<file path="src/rtl/multicycle_pkg.sv">
// Shared opcodes, state encoding and control codes for the multi-cycle MIPS controller.
// alu_control imports the ALUOp codes from here so both sides agree on their meaning.
package multicycle_pkg;

  localparam logic [5:0] OP_RTYPE = 6'h00;
  localparam logic [5:0] OP_J     = 6'h02;
  localparam logic [5:0] OP_BEQ   = 6'h04;
  localparam logic [5:0] OP_BNE   = 6'h05;
  localparam logic [5:0] OP_ADDI  = 6'h08;
  localparam logic [5:0] OP_ANDI  = 6'h0C;
  localparam logic [5:0] OP_LW    = 6'h23;
  localparam logic [5:0] OP_SW    = 6'h2B;

  localparam logic [1:0] ALUOP_ADD   = 2'b00;
  localparam logic [1:0] ALUOP_SUB   = 2'b01;
  localparam logic [1:0] ALUOP_FUNCT = 2'b10;
  localparam logic [1:0] ALUOP_AND   = 2'b11;

  localparam logic [1:0] PCSRC_ALU    = 2'b00;
  localparam logic [1:0] PCSRC_ALUOUT = 2'b01;
  localparam logic [1:0] PCSRC_JUMP   = 2'b10;

  localparam logic [1:0] SRCB_REG     = 2'b00;
  localparam logic [1:0] SRCB_FOUR    = 2'b01;
  localparam logic [1:0] SRCB_IMM     = 2'b10;
  localparam logic [1:0] SRCB_IMM_SH2 = 2'b11;

  typedef enum logic [3:0] {
    S_FETCH  = 4'd0,
    S_DECODE = 4'd1,
    S_MEMADR = 4'd2,
    S_MEMRD  = 4'd3,
    S_MEMWB  = 4'd4,
    S_MEMWR  = 4'd5,
    S_EXEC   = 4'd6,
    S_RWB    = 4'd7,
    S_BRANCH = 4'd8,
    S_IMM_EX = 4'd9,
    S_IMM_WB = 4'd10,
`ifdef ILLEGAL_TRAP_EN
    S_JUMP   = 4'd11,
    S_TRAP   = 4'd12
`else
    S_JUMP   = 4'd11
`endif
  } state_t;

  typedef struct packed {
    logic       pc_write;
    logic       pc_write_cond;
    logic       pc_write_cond_ne;
    logic       i_or_d;
    logic       mem_read;
    logic       mem_write;
    logic       ir_write;
    logic       mem_to_reg;
    logic       reg_dst;
    logic       reg_write;
    logic       alu_src_a;
    logic [1:0] alu_src_b;
    logic [1:0] alu_op;
    logic [1:0] pc_source;
    logic       instr_done;
  } ctrl_t;

  function automatic logic is_known_op(input logic [5:0] op);
    return (op == OP_RTYPE) || (op == OP_J)    || (op == OP_BEQ)  || (op == OP_BNE) ||
           (op == OP_ADDI)  || (op == OP_ANDI) || (op == OP_LW)   || (op == OP_SW);
  endfunction

endpackage

</file>
<file path="src/rtl/multicycle_control_if.sv">
// Controller <-> datapath bundle: opcode/mem_ready in, every strobe and select out.
interface multicycle_control_if #(
  parameter int STATE_W = 4
);
  logic [5:0]         opcode;
  logic               mem_ready;
  logic               PCWrite;
  logic               PCWriteCond;
  logic               PCWriteCondNe;
  logic               IorD;
  logic               MemRead;
  logic               MemWrite;
  logic               IRWrite;
  logic               MemtoReg;
  logic               RegDst;
  logic               RegWrite;
  logic               ALUSrcA;
  logic [1:0]         ALUSrcB;
  logic [1:0]         ALUOp;
  logic [1:0]         PCSource;
  logic               instr_done;
  logic               illegal;
  logic [STATE_W-1:0] state_dbg;

  modport master (
    input  opcode, mem_ready,
    output PCWrite, PCWriteCond, PCWriteCondNe, IorD, MemRead, MemWrite, IRWrite,
           MemtoReg, RegDst, RegWrite, ALUSrcA, ALUSrcB, ALUOp, PCSource,
           instr_done, illegal, state_dbg
  );

  modport slave (
    output opcode, mem_ready,
    input  PCWrite, PCWriteCond, PCWriteCondNe, IorD, MemRead, MemWrite, IRWrite,
           MemtoReg, RegDst, RegWrite, ALUSrcA, ALUSrcB, ALUOp, PCSource,
           instr_done, illegal, state_dbg
  );
endinterface

</file>
<file path="src/rtl/multicycle_control_output_decode.sv">
// Combinational Moore decode: current state (+ latched opcode, memory ready) -> datapath strobes.
module mc_output_decode
  import multicycle_pkg::*;
(
  input  state_t     state,
  input  logic [5:0] op_q,
  input  logic       ready,
  input  logic       kill,
  output ctrl_t      ctrl
);

  always_comb begin
    ctrl = '0;
    case (state)
      S_FETCH: begin
        ctrl.mem_read  = 1'b1;
        ctrl.alu_src_b = SRCB_FOUR;
        ctrl.alu_op    = ALUOP_ADD;
        ctrl.pc_source = PCSRC_ALU;
        ctrl.ir_write  = ready;
        ctrl.pc_write  = ready;
      end
      S_DECODE: begin
        ctrl.alu_src_b = SRCB_IMM_SH2;
        ctrl.alu_op    = ALUOP_ADD;
      end
      S_MEMADR: begin
        ctrl.alu_src_a = 1'b1;
        ctrl.alu_src_b = SRCB_IMM;
        ctrl.alu_op    = ALUOP_ADD;
      end
      S_MEMRD: begin
        ctrl.mem_read = 1'b1;
        ctrl.i_or_d   = 1'b1;
      end
      S_MEMWB: begin
        ctrl.reg_write  = 1'b1;
        ctrl.mem_to_reg = 1'b1;
        ctrl.instr_done = 1'b1;
      end
      S_MEMWR: begin
        // Write strobe stays up through the wait; the instruction retires on the ready cycle.
        ctrl.mem_write  = 1'b1;
        ctrl.i_or_d     = 1'b1;
        ctrl.instr_done = ready;
      end
      S_EXEC: begin
        ctrl.alu_src_a = 1'b1;
        ctrl.alu_src_b = SRCB_REG;
        ctrl.alu_op    = ALUOP_FUNCT;
      end
      S_RWB: begin
        ctrl.reg_write  = 1'b1;
        ctrl.reg_dst    = 1'b1;
        ctrl.instr_done = 1'b1;
      end
      S_BRANCH: begin
        ctrl.alu_src_a        = 1'b1;
        ctrl.alu_src_b        = SRCB_REG;
        ctrl.alu_op           = ALUOP_SUB;
        ctrl.pc_source        = PCSRC_ALUOUT;
        ctrl.pc_write_cond    = (op_q == OP_BEQ);
        ctrl.pc_write_cond_ne = (op_q == OP_BNE);
        ctrl.instr_done       = 1'b1;
      end
      S_IMM_EX: begin
        ctrl.alu_src_a = 1'b1;
        ctrl.alu_src_b = SRCB_IMM;
        ctrl.alu_op    = (op_q == OP_ANDI) ? ALUOP_AND : ALUOP_ADD;
      end
      S_IMM_WB: begin
        ctrl.reg_write  = 1'b1;
        ctrl.instr_done = 1'b1;
      end
      S_JUMP: begin
        ctrl.pc_write   = 1'b1;
        ctrl.pc_source  = PCSRC_JUMP;
        ctrl.instr_done = 1'b1;
      end
      default: ;
    endcase

    // Reset cycle must never touch PC, IR, memory or the register file.
    if (kill) begin
      ctrl.pc_write         = 1'b0;
      ctrl.pc_write_cond    = 1'b0;
      ctrl.pc_write_cond_ne = 1'b0;
      ctrl.mem_read         = 1'b0;
      ctrl.mem_write        = 1'b0;
      ctrl.ir_write         = 1'b0;
      ctrl.reg_write        = 1'b0;
      ctrl.instr_done       = 1'b0;
    end
  end

endmodule

</file>
<file path="src/rtl/multicycle_control.sv">
// Moore FSM sequencing the shared-memory multi-cycle MIPS datapath.
// Define ILLEGAL_TRAP_EN to trap unknown opcodes in TRAP with a sticky illegal flag.
module multicycle_control
  import multicycle_pkg::*;
#(
  parameter bit MEM_HANDSHAKE = 1'b1,
  parameter int STATE_W       = 4
) (
  input  logic                  clk,
  input  logic                  rst,
  multicycle_control_if.master  bus
);

  state_t     state_reg;
  logic [5:0] op_q;
  logic       ready;
  ctrl_t      ctrl;

  assign ready = MEM_HANDSHAKE ? bus.mem_ready : 1'b1;

`ifdef ILLEGAL_TRAP_EN
  logic illegal_reg;
`endif

  always_ff @(posedge clk) begin
    if (rst) begin
      state_reg <= S_FETCH;
      op_q      <= '0;
`ifdef ILLEGAL_TRAP_EN
      illegal_reg <= 1'b0;
`endif
    end else begin
      case (state_reg)
        S_FETCH:  if (ready) state_reg <= S_DECODE;
        S_DECODE: begin
          op_q <= bus.opcode;
          if (!is_known_op(bus.opcode)) begin
`ifdef ILLEGAL_TRAP_EN
            state_reg   <= S_TRAP;
            illegal_reg <= 1'b1;
`else
            state_reg <= S_FETCH;
`endif
          end else begin
            case (bus.opcode)
              OP_LW, OP_SW:     state_reg <= S_MEMADR;
              OP_RTYPE:         state_reg <= S_EXEC;
              OP_BEQ, OP_BNE:   state_reg <= S_BRANCH;
              OP_ADDI, OP_ANDI: state_reg <= S_IMM_EX;
              default:          state_reg <= S_JUMP;
            endcase
          end
        end
        S_MEMADR: state_reg <= (op_q == OP_LW) ? S_MEMRD :
                               (op_q == OP_SW) ? S_MEMWR : S_FETCH;
        S_MEMRD:  if (ready) state_reg <= S_MEMWB;
        S_MEMWB:  state_reg <= S_FETCH;
        S_MEMWR:  if (ready) state_reg <= S_FETCH;
        S_EXEC:   state_reg <= S_RWB;
        S_RWB:    state_reg <= S_FETCH;
        S_BRANCH: state_reg <= S_FETCH;
        S_IMM_EX: state_reg <= S_IMM_WB;
        S_IMM_WB: state_reg <= S_FETCH;
        S_JUMP:   state_reg <= S_FETCH;
`ifdef ILLEGAL_TRAP_EN
        S_TRAP:   state_reg <= S_TRAP;
`endif
        default:  state_reg <= S_FETCH;
      endcase
    end
  end

  mc_output_decode u_decode (
    .state (state_reg),
    .op_q  (op_q),
    .ready (ready),
    .kill  (rst),
    .ctrl  (ctrl)
  );

  assign bus.PCWrite       = ctrl.pc_write;
  assign bus.PCWriteCond   = ctrl.pc_write_cond;
  assign bus.PCWriteCondNe = ctrl.pc_write_cond_ne;
  assign bus.IorD          = ctrl.i_or_d;
  assign bus.MemRead       = ctrl.mem_read;
  assign bus.MemWrite      = ctrl.mem_write;
  assign bus.IRWrite       = ctrl.ir_write;
  assign bus.MemtoReg      = ctrl.mem_to_reg;
  assign bus.RegDst        = ctrl.reg_dst;
  assign bus.RegWrite      = ctrl.reg_write;
  assign bus.ALUSrcA       = ctrl.alu_src_a;
  assign bus.ALUSrcB       = ctrl.alu_src_b;
  assign bus.ALUOp         = ctrl.alu_op;
  assign bus.PCSource      = ctrl.pc_source;
  assign bus.instr_done    = ctrl.instr_done;
  assign bus.state_dbg     = STATE_W'(state_reg);
`ifdef ILLEGAL_TRAP_EN
  assign bus.illegal = illegal_reg;
`else
  assign bus.illegal = 1'b0;
`endif

endmodule

</file>
<file path="src/flat_wrapper.sv">
// flat-port wrapper written by rule: the top's interface ports become plain ports
module multicycle_control_flat import multicycle_pkg::*;
#(
  parameter bit MEM_HANDSHAKE = 1'b1,
  parameter int STATE_W       = 4
)
  (clk, rst, bus_opcode, bus_mem_ready, bus_PCWrite, bus_PCWriteCond, bus_PCWriteCondNe, bus_IorD, bus_MemRead, bus_MemWrite, bus_IRWrite, bus_MemtoReg, bus_RegDst, bus_RegWrite, bus_ALUSrcA, bus_ALUSrcB, bus_ALUOp, bus_PCSource, bus_instr_done, bus_illegal, bus_state_dbg);
  multicycle_control_if #(.STATE_W(STATE_W)) bus_i ();
  input  logic clk;
  input  logic rst;
  input wire logic [$bits(bus_i.opcode)-1:0] bus_opcode;
  input wire logic [$bits(bus_i.mem_ready)-1:0] bus_mem_ready;
  output wire logic [$bits(bus_i.PCWrite)-1:0] bus_PCWrite;
  output wire logic [$bits(bus_i.PCWriteCond)-1:0] bus_PCWriteCond;
  output wire logic [$bits(bus_i.PCWriteCondNe)-1:0] bus_PCWriteCondNe;
  output wire logic [$bits(bus_i.IorD)-1:0] bus_IorD;
  output wire logic [$bits(bus_i.MemRead)-1:0] bus_MemRead;
  output wire logic [$bits(bus_i.MemWrite)-1:0] bus_MemWrite;
  output wire logic [$bits(bus_i.IRWrite)-1:0] bus_IRWrite;
  output wire logic [$bits(bus_i.MemtoReg)-1:0] bus_MemtoReg;
  output wire logic [$bits(bus_i.RegDst)-1:0] bus_RegDst;
  output wire logic [$bits(bus_i.RegWrite)-1:0] bus_RegWrite;
  output wire logic [$bits(bus_i.ALUSrcA)-1:0] bus_ALUSrcA;
  output wire logic [$bits(bus_i.ALUSrcB)-1:0] bus_ALUSrcB;
  output wire logic [$bits(bus_i.ALUOp)-1:0] bus_ALUOp;
  output wire logic [$bits(bus_i.PCSource)-1:0] bus_PCSource;
  output wire logic [$bits(bus_i.instr_done)-1:0] bus_instr_done;
  output wire logic [$bits(bus_i.illegal)-1:0] bus_illegal;
  output wire logic [$bits(bus_i.state_dbg)-1:0] bus_state_dbg;
  assign bus_i.opcode = bus_opcode;
  assign bus_i.mem_ready = bus_mem_ready;
  assign bus_PCWrite = bus_i.PCWrite;
  assign bus_PCWriteCond = bus_i.PCWriteCond;
  assign bus_PCWriteCondNe = bus_i.PCWriteCondNe;
  assign bus_IorD = bus_i.IorD;
  assign bus_MemRead = bus_i.MemRead;
  assign bus_MemWrite = bus_i.MemWrite;
  assign bus_IRWrite = bus_i.IRWrite;
  assign bus_MemtoReg = bus_i.MemtoReg;
  assign bus_RegDst = bus_i.RegDst;
  assign bus_RegWrite = bus_i.RegWrite;
  assign bus_ALUSrcA = bus_i.ALUSrcA;
  assign bus_ALUSrcB = bus_i.ALUSrcB;
  assign bus_ALUOp = bus_i.ALUOp;
  assign bus_PCSource = bus_i.PCSource;
  assign bus_instr_done = bus_i.instr_done;
  assign bus_illegal = bus_i.illegal;
  assign bus_state_dbg = bus_i.state_dbg;
  multicycle_control #(.MEM_HANDSHAKE(MEM_HANDSHAKE), .STATE_W(STATE_W)) u_core (.clk(clk), .rst(rst), .bus(bus_i));
endmodule
</file>
<file path="config.mk">
export PLATFORM = sky130hd
export DESIGN_NAME = multicycle_control_flat
export DESIGN_NICKNAME = d
export VERILOG_FILES = /design/src/rtl/multicycle_pkg.sv /design/src/rtl/multicycle_control_if.sv /design/src/rtl/multicycle_control_output_decode.sv /design/src/rtl/multicycle_control.sv /design/src/flat_wrapper.sv
export SDC_FILE = /design/constraint.sdc
export NUM_CORES = 1
export LEC_CHECK = 0
export ABC_CLOCK_PERIOD_IN_PS = 3400
export BUFFER_PORTS_ARGS = -buffer_cell sky130_fd_sc_hd__buf_2
export CAP_MARGIN = 20
export CORE_AREA = 2 2 49 42
export CTS_BUF_LIST = sky130_fd_sc_hd__clkbuf_4 sky130_fd_sc_hd__clkbuf_8
export DETAILED_ROUTE_END_ITERATION = 12
export DIE_AREA = 0 0 51 44
export GPL_ROUTABILITY_DRIVEN = 0
export HOLD_SLACK_MARGIN = 0.1
export PLACE_DENSITY = 0.88
export RECOVER_POWER = 25
export REMOVE_ABC_BUFFERS = 1
export SYNTH_ARGS = -nofsm -noshare
export SYNTH_HDL_FRONTEND = slang
export SYNTH_HIERARCHICAL = 1
export SYNTH_SLANG_ARGS = --single-unit
</file>
<file path="constraint.sdc">
create_clock -name clk -period 3.4 [get_ports clk]
set_clock_uncertainty 0.05 [all_clocks]
set_input_delay 1.02 -clock clk [delete_from_list [all_inputs] [get_ports clk]]
set_output_delay 1.02 -clock clk [all_outputs]
set_load 0.03 [all_outputs]
</file>
==> impl_metrics.py <==
metrics = {
    "logic_synthesis": {
        "synthArstFlopShare_pct": 0,
        "ys.flop_type": "dfxtp_1",
        "synthCells": 126,
        "synth_enable_flop_cells": 0,
        "synthTopCellsByArea": "dfxtp_1 22%, nand2_1 7.9%, a21oi_1 6.1%, nor3_1 5.0%, nor2_1 3.8%",
        "netlist.area_leader.share_pct": 22.3,
        "synth_seq_cells": 10,
        "synth_area_per_cell_sq_um": 7.14,
        "synth.largest_area_cell": "dfxtp_1",
        "yosysSeqAreaShare_pct": 22.3,
        "yosysUniqueCellTypes": 49,
        "syn_area_sq_um": 900,
        "yosys_warnings": 6,
    },
    "power_and_ir_drop": {
        "clock_power_share_pct": 34.1,
        "power.leakage_nw": 0.460,
        "pwr-share-seq_pct": 41.7,
        "p_comb_share_pct": 24.2,
        "power.internal_w": 0.000216,
        "power_density_nw_per_um2": 304,
        "ir_drop_uv": 169,
        "netSwitchingPower_w": 0.000106,
        "p_sw_share_pct": 33.0,
    },
    "grt": {
        "grt_pass1_wl_mm": 3.62,
        "grt_start_max_net_pins": 21,
        "grt_pass1_vias": 831,
        "grt_overflow": 0,
        "antenna_found_initial": 0,
        "grt_usage_pct": 21.2,
    },
    "critical_path": {
        "path_cells": "buf_2 > nor3_1 > and3_1 > a21o_1 > buf_2",
        "worstPathRequired_ns": 2.33,
        "worstPathArrival_ns": 1.93,
        "cpMostUsedCell": "buf_2",
        "max_stage_delay_ns": 0.25,
        "crit_type": "in -> out",
        "slowest_stage": "buf_2",
        "worst-path-buf-inv": 2,
        "critical_path.top_delay_family": "buffers and inverters",
        "cp-end-kind": "output pin",
        "start_kind": "input pin",
        "critPathMaxFanout": 15,
    },
    "sta": {
        "final_max_slew_viol_count": 0,
        "setup_viol": 0,
        "finalSetupTns_ns": 0,
        "fmax_mhz": 334,
        "finalHoldViolations": 0,
        "worstMarginPinSlew_ns": 0.641,
        "period_share_pct": 88.1,
        "rsz0062_at_grt": "false",
        "finalCriticalPeriod_ns": 3.00,
        "slew_headroom_pct": 56.9,
    },
    "clock_tree": {
        "clock_latency_ns": 0.27,
        "post_cts_resized": 0,
        "cts_root_buf": "clkbuf_4",
        "htree_levels": 1,
        "postCtsSetupRepairBufs": 0,
        "cts_hold_buf": 0,
        "clockBufferDepth": 2,
        "cts_tree": "built",
        "clk_pin_slew_ns": 0.07,
        "cts-buffers-inserted": 3,
        "clock_sink_count": 10,
    },
    "finish": {
        "layoutNonFillerInstCount": 177,
        "layout_commonest_cell": "buf_2",
        "antenna-diode-count": 0,
        "area_delta_synth_final_pct": 17.9,
        "drive_above_1_share_pct": 28.1,
        "nets": 163,
        "final_cell_mix": "30 x buf_2, 19 x nand2_1, 11 x nor3_1, 11 x a21oi_1, 10 x dfxtp_1",
    },
    "routing": {
        "drc": 0,
        "wire_per_inst_microns": 12.8,
        "ant_nets": 0,
        "vias": 1024,
        "drt_iter0_drc": 32,
        "wl_mm": 2.26,
        "first_pass_iters": 4,
        "via_per_inst": 5.79,
    },
    "run": {
        "maxCapViolations": 0,
    },
    "place": {
        "dp_cells": 173,
        "port_buffers": 30,
        "hpwl_mm": 1.64,
    },
    "min_path": {
        "worstHoldPathType": "reg -> reg",
    },
    "floorplanning": {
        "placementRows": 14,
        "die_w_microns": 51,
        "start_util_pct": 50.8,
        "ios": 32,
        "core-area_sq_um": 1770,
        "die_h_microns": 44,
        "fp.dieArea_sq_um": 2240,
    },
    "outcome": {
        "outcome": "complete, no violations",
    },
}
## per-stage QoR
| step | power [W] | worst slack [ns] | cell area, sq um | hold WS [ns] | utilization, % |
|---|---|---|---|---|---|
| 2_1_floorplan | 0.000188 | 0.434 | 853 | 0.397 | - |
| 5_1_grt | 0.000337 | 0.336 | 1060 | 0.457 | 60.0 |
| 3_3_place_gp | 0.000213 | 0.463 | 1040 | 0.423 | 58.8 |
| 4_1_cts | 0.000325 | 0.409 | 1080 | 0.437 | 60.9 |
| 6_report | 0.000322 | 0.404 | 1060 | 0.434 | 60.0 |
| 3_5_place_dp | 0.000216 | 0.411 | 1040 | 0.427 | 58.8 |
## tightest hold or removal path, stage by stage, from the launching register on
cell	delay (ns)
dfxtp_1	0.33
nand2_1	0.06
a21oi_1	0.05
## area by class of cell
type / instances / area, sq um
fill: 170 / 708
clock buffer: 4 / 36.3
tap: 24 / 30.0
sequential: 10 / 200
inverter: 6 / 22.5
timing repair buffer: 31 / 158
multi-input combinational: 102 / 614
## path summary, 6_finish.rpt
check                                  to  slack (ns)               startpoint  cells after the start
setup / recovery              bus_PCWrite        0.40                      rst                      5
hold / removal             u_core/op_q[1]        0.43           u_core/op_q[1]                      2
setup reg to reg  u_core/bus.state_dbg[0]        1.37  u_core/bus.state_dbg[0]                      4
hold reg to reg            u_core/op_q[1]        0.43           u_core/op_q[1]                      2
## cells by family (layout without fill, tap and decap cells)
| group | count (synthesis) | in the layout | share of synthesized area [%] |
|---|---|---|---|
| flops | 10 | 10 | 22.3 |
| other cells | 1 | 1 | 0.417 |
| simple gates | 65 | 65 | 41.3 |
| xor+xnor | 1 | 1 | 0.974 |
| buf+inv | 14 | 41 | 7.65 |
| compound gates | 33 | 33 | 25.0 |
| mux | 2 | 2 | 2.36 |
## per-layer routing
layer	wire, microns	GRT usage (%)	share of wire [%]	vias up
met2	992	34.3	44	53
met5	0	0	0	-
met4	25	7.03	1.1	0
met3	206	4.14	9.1	2
li1	-	-	-	515
met1	1040	28.3	46	454
## synth_stat cells, types with 2 or more instances
master / number
a21oi_1: 11
nor3_2: 2
o21ai_1: 2
nand2b_2: 2
buf_4: 2
nor3_1: 9
and3_1: 4
nand2b_1: 4
nor2_1: 9
inv_1: 6
clkbuf_1: 3
a22oi_1: 2
nand3_1: 4
nand2_1: 19
o21ai_0: 3
a211oi_1: 2
dfxtp_1: 10
## power by group through the flow
stage,combinational [W],clock [W],sequential [W]
floorplan,0.0000500,0,0.000138
CTS,0.0000792,0.000111,0.000134
global placement,0.0000767,0,0.000137
detailed placement,0.0000790,0,0.000137
finish,0.0000780,0.000110,0.000134
global route,0.0000855,0.000115,0.000136
## sequential cells by signal (all words and copies together), names as in the netlist
| signal | cells |
|---|---|
| u_core/op_q | 6 |
| u_core/bus.state_dbg | 4 |
(Power assumes the default switching activity.)
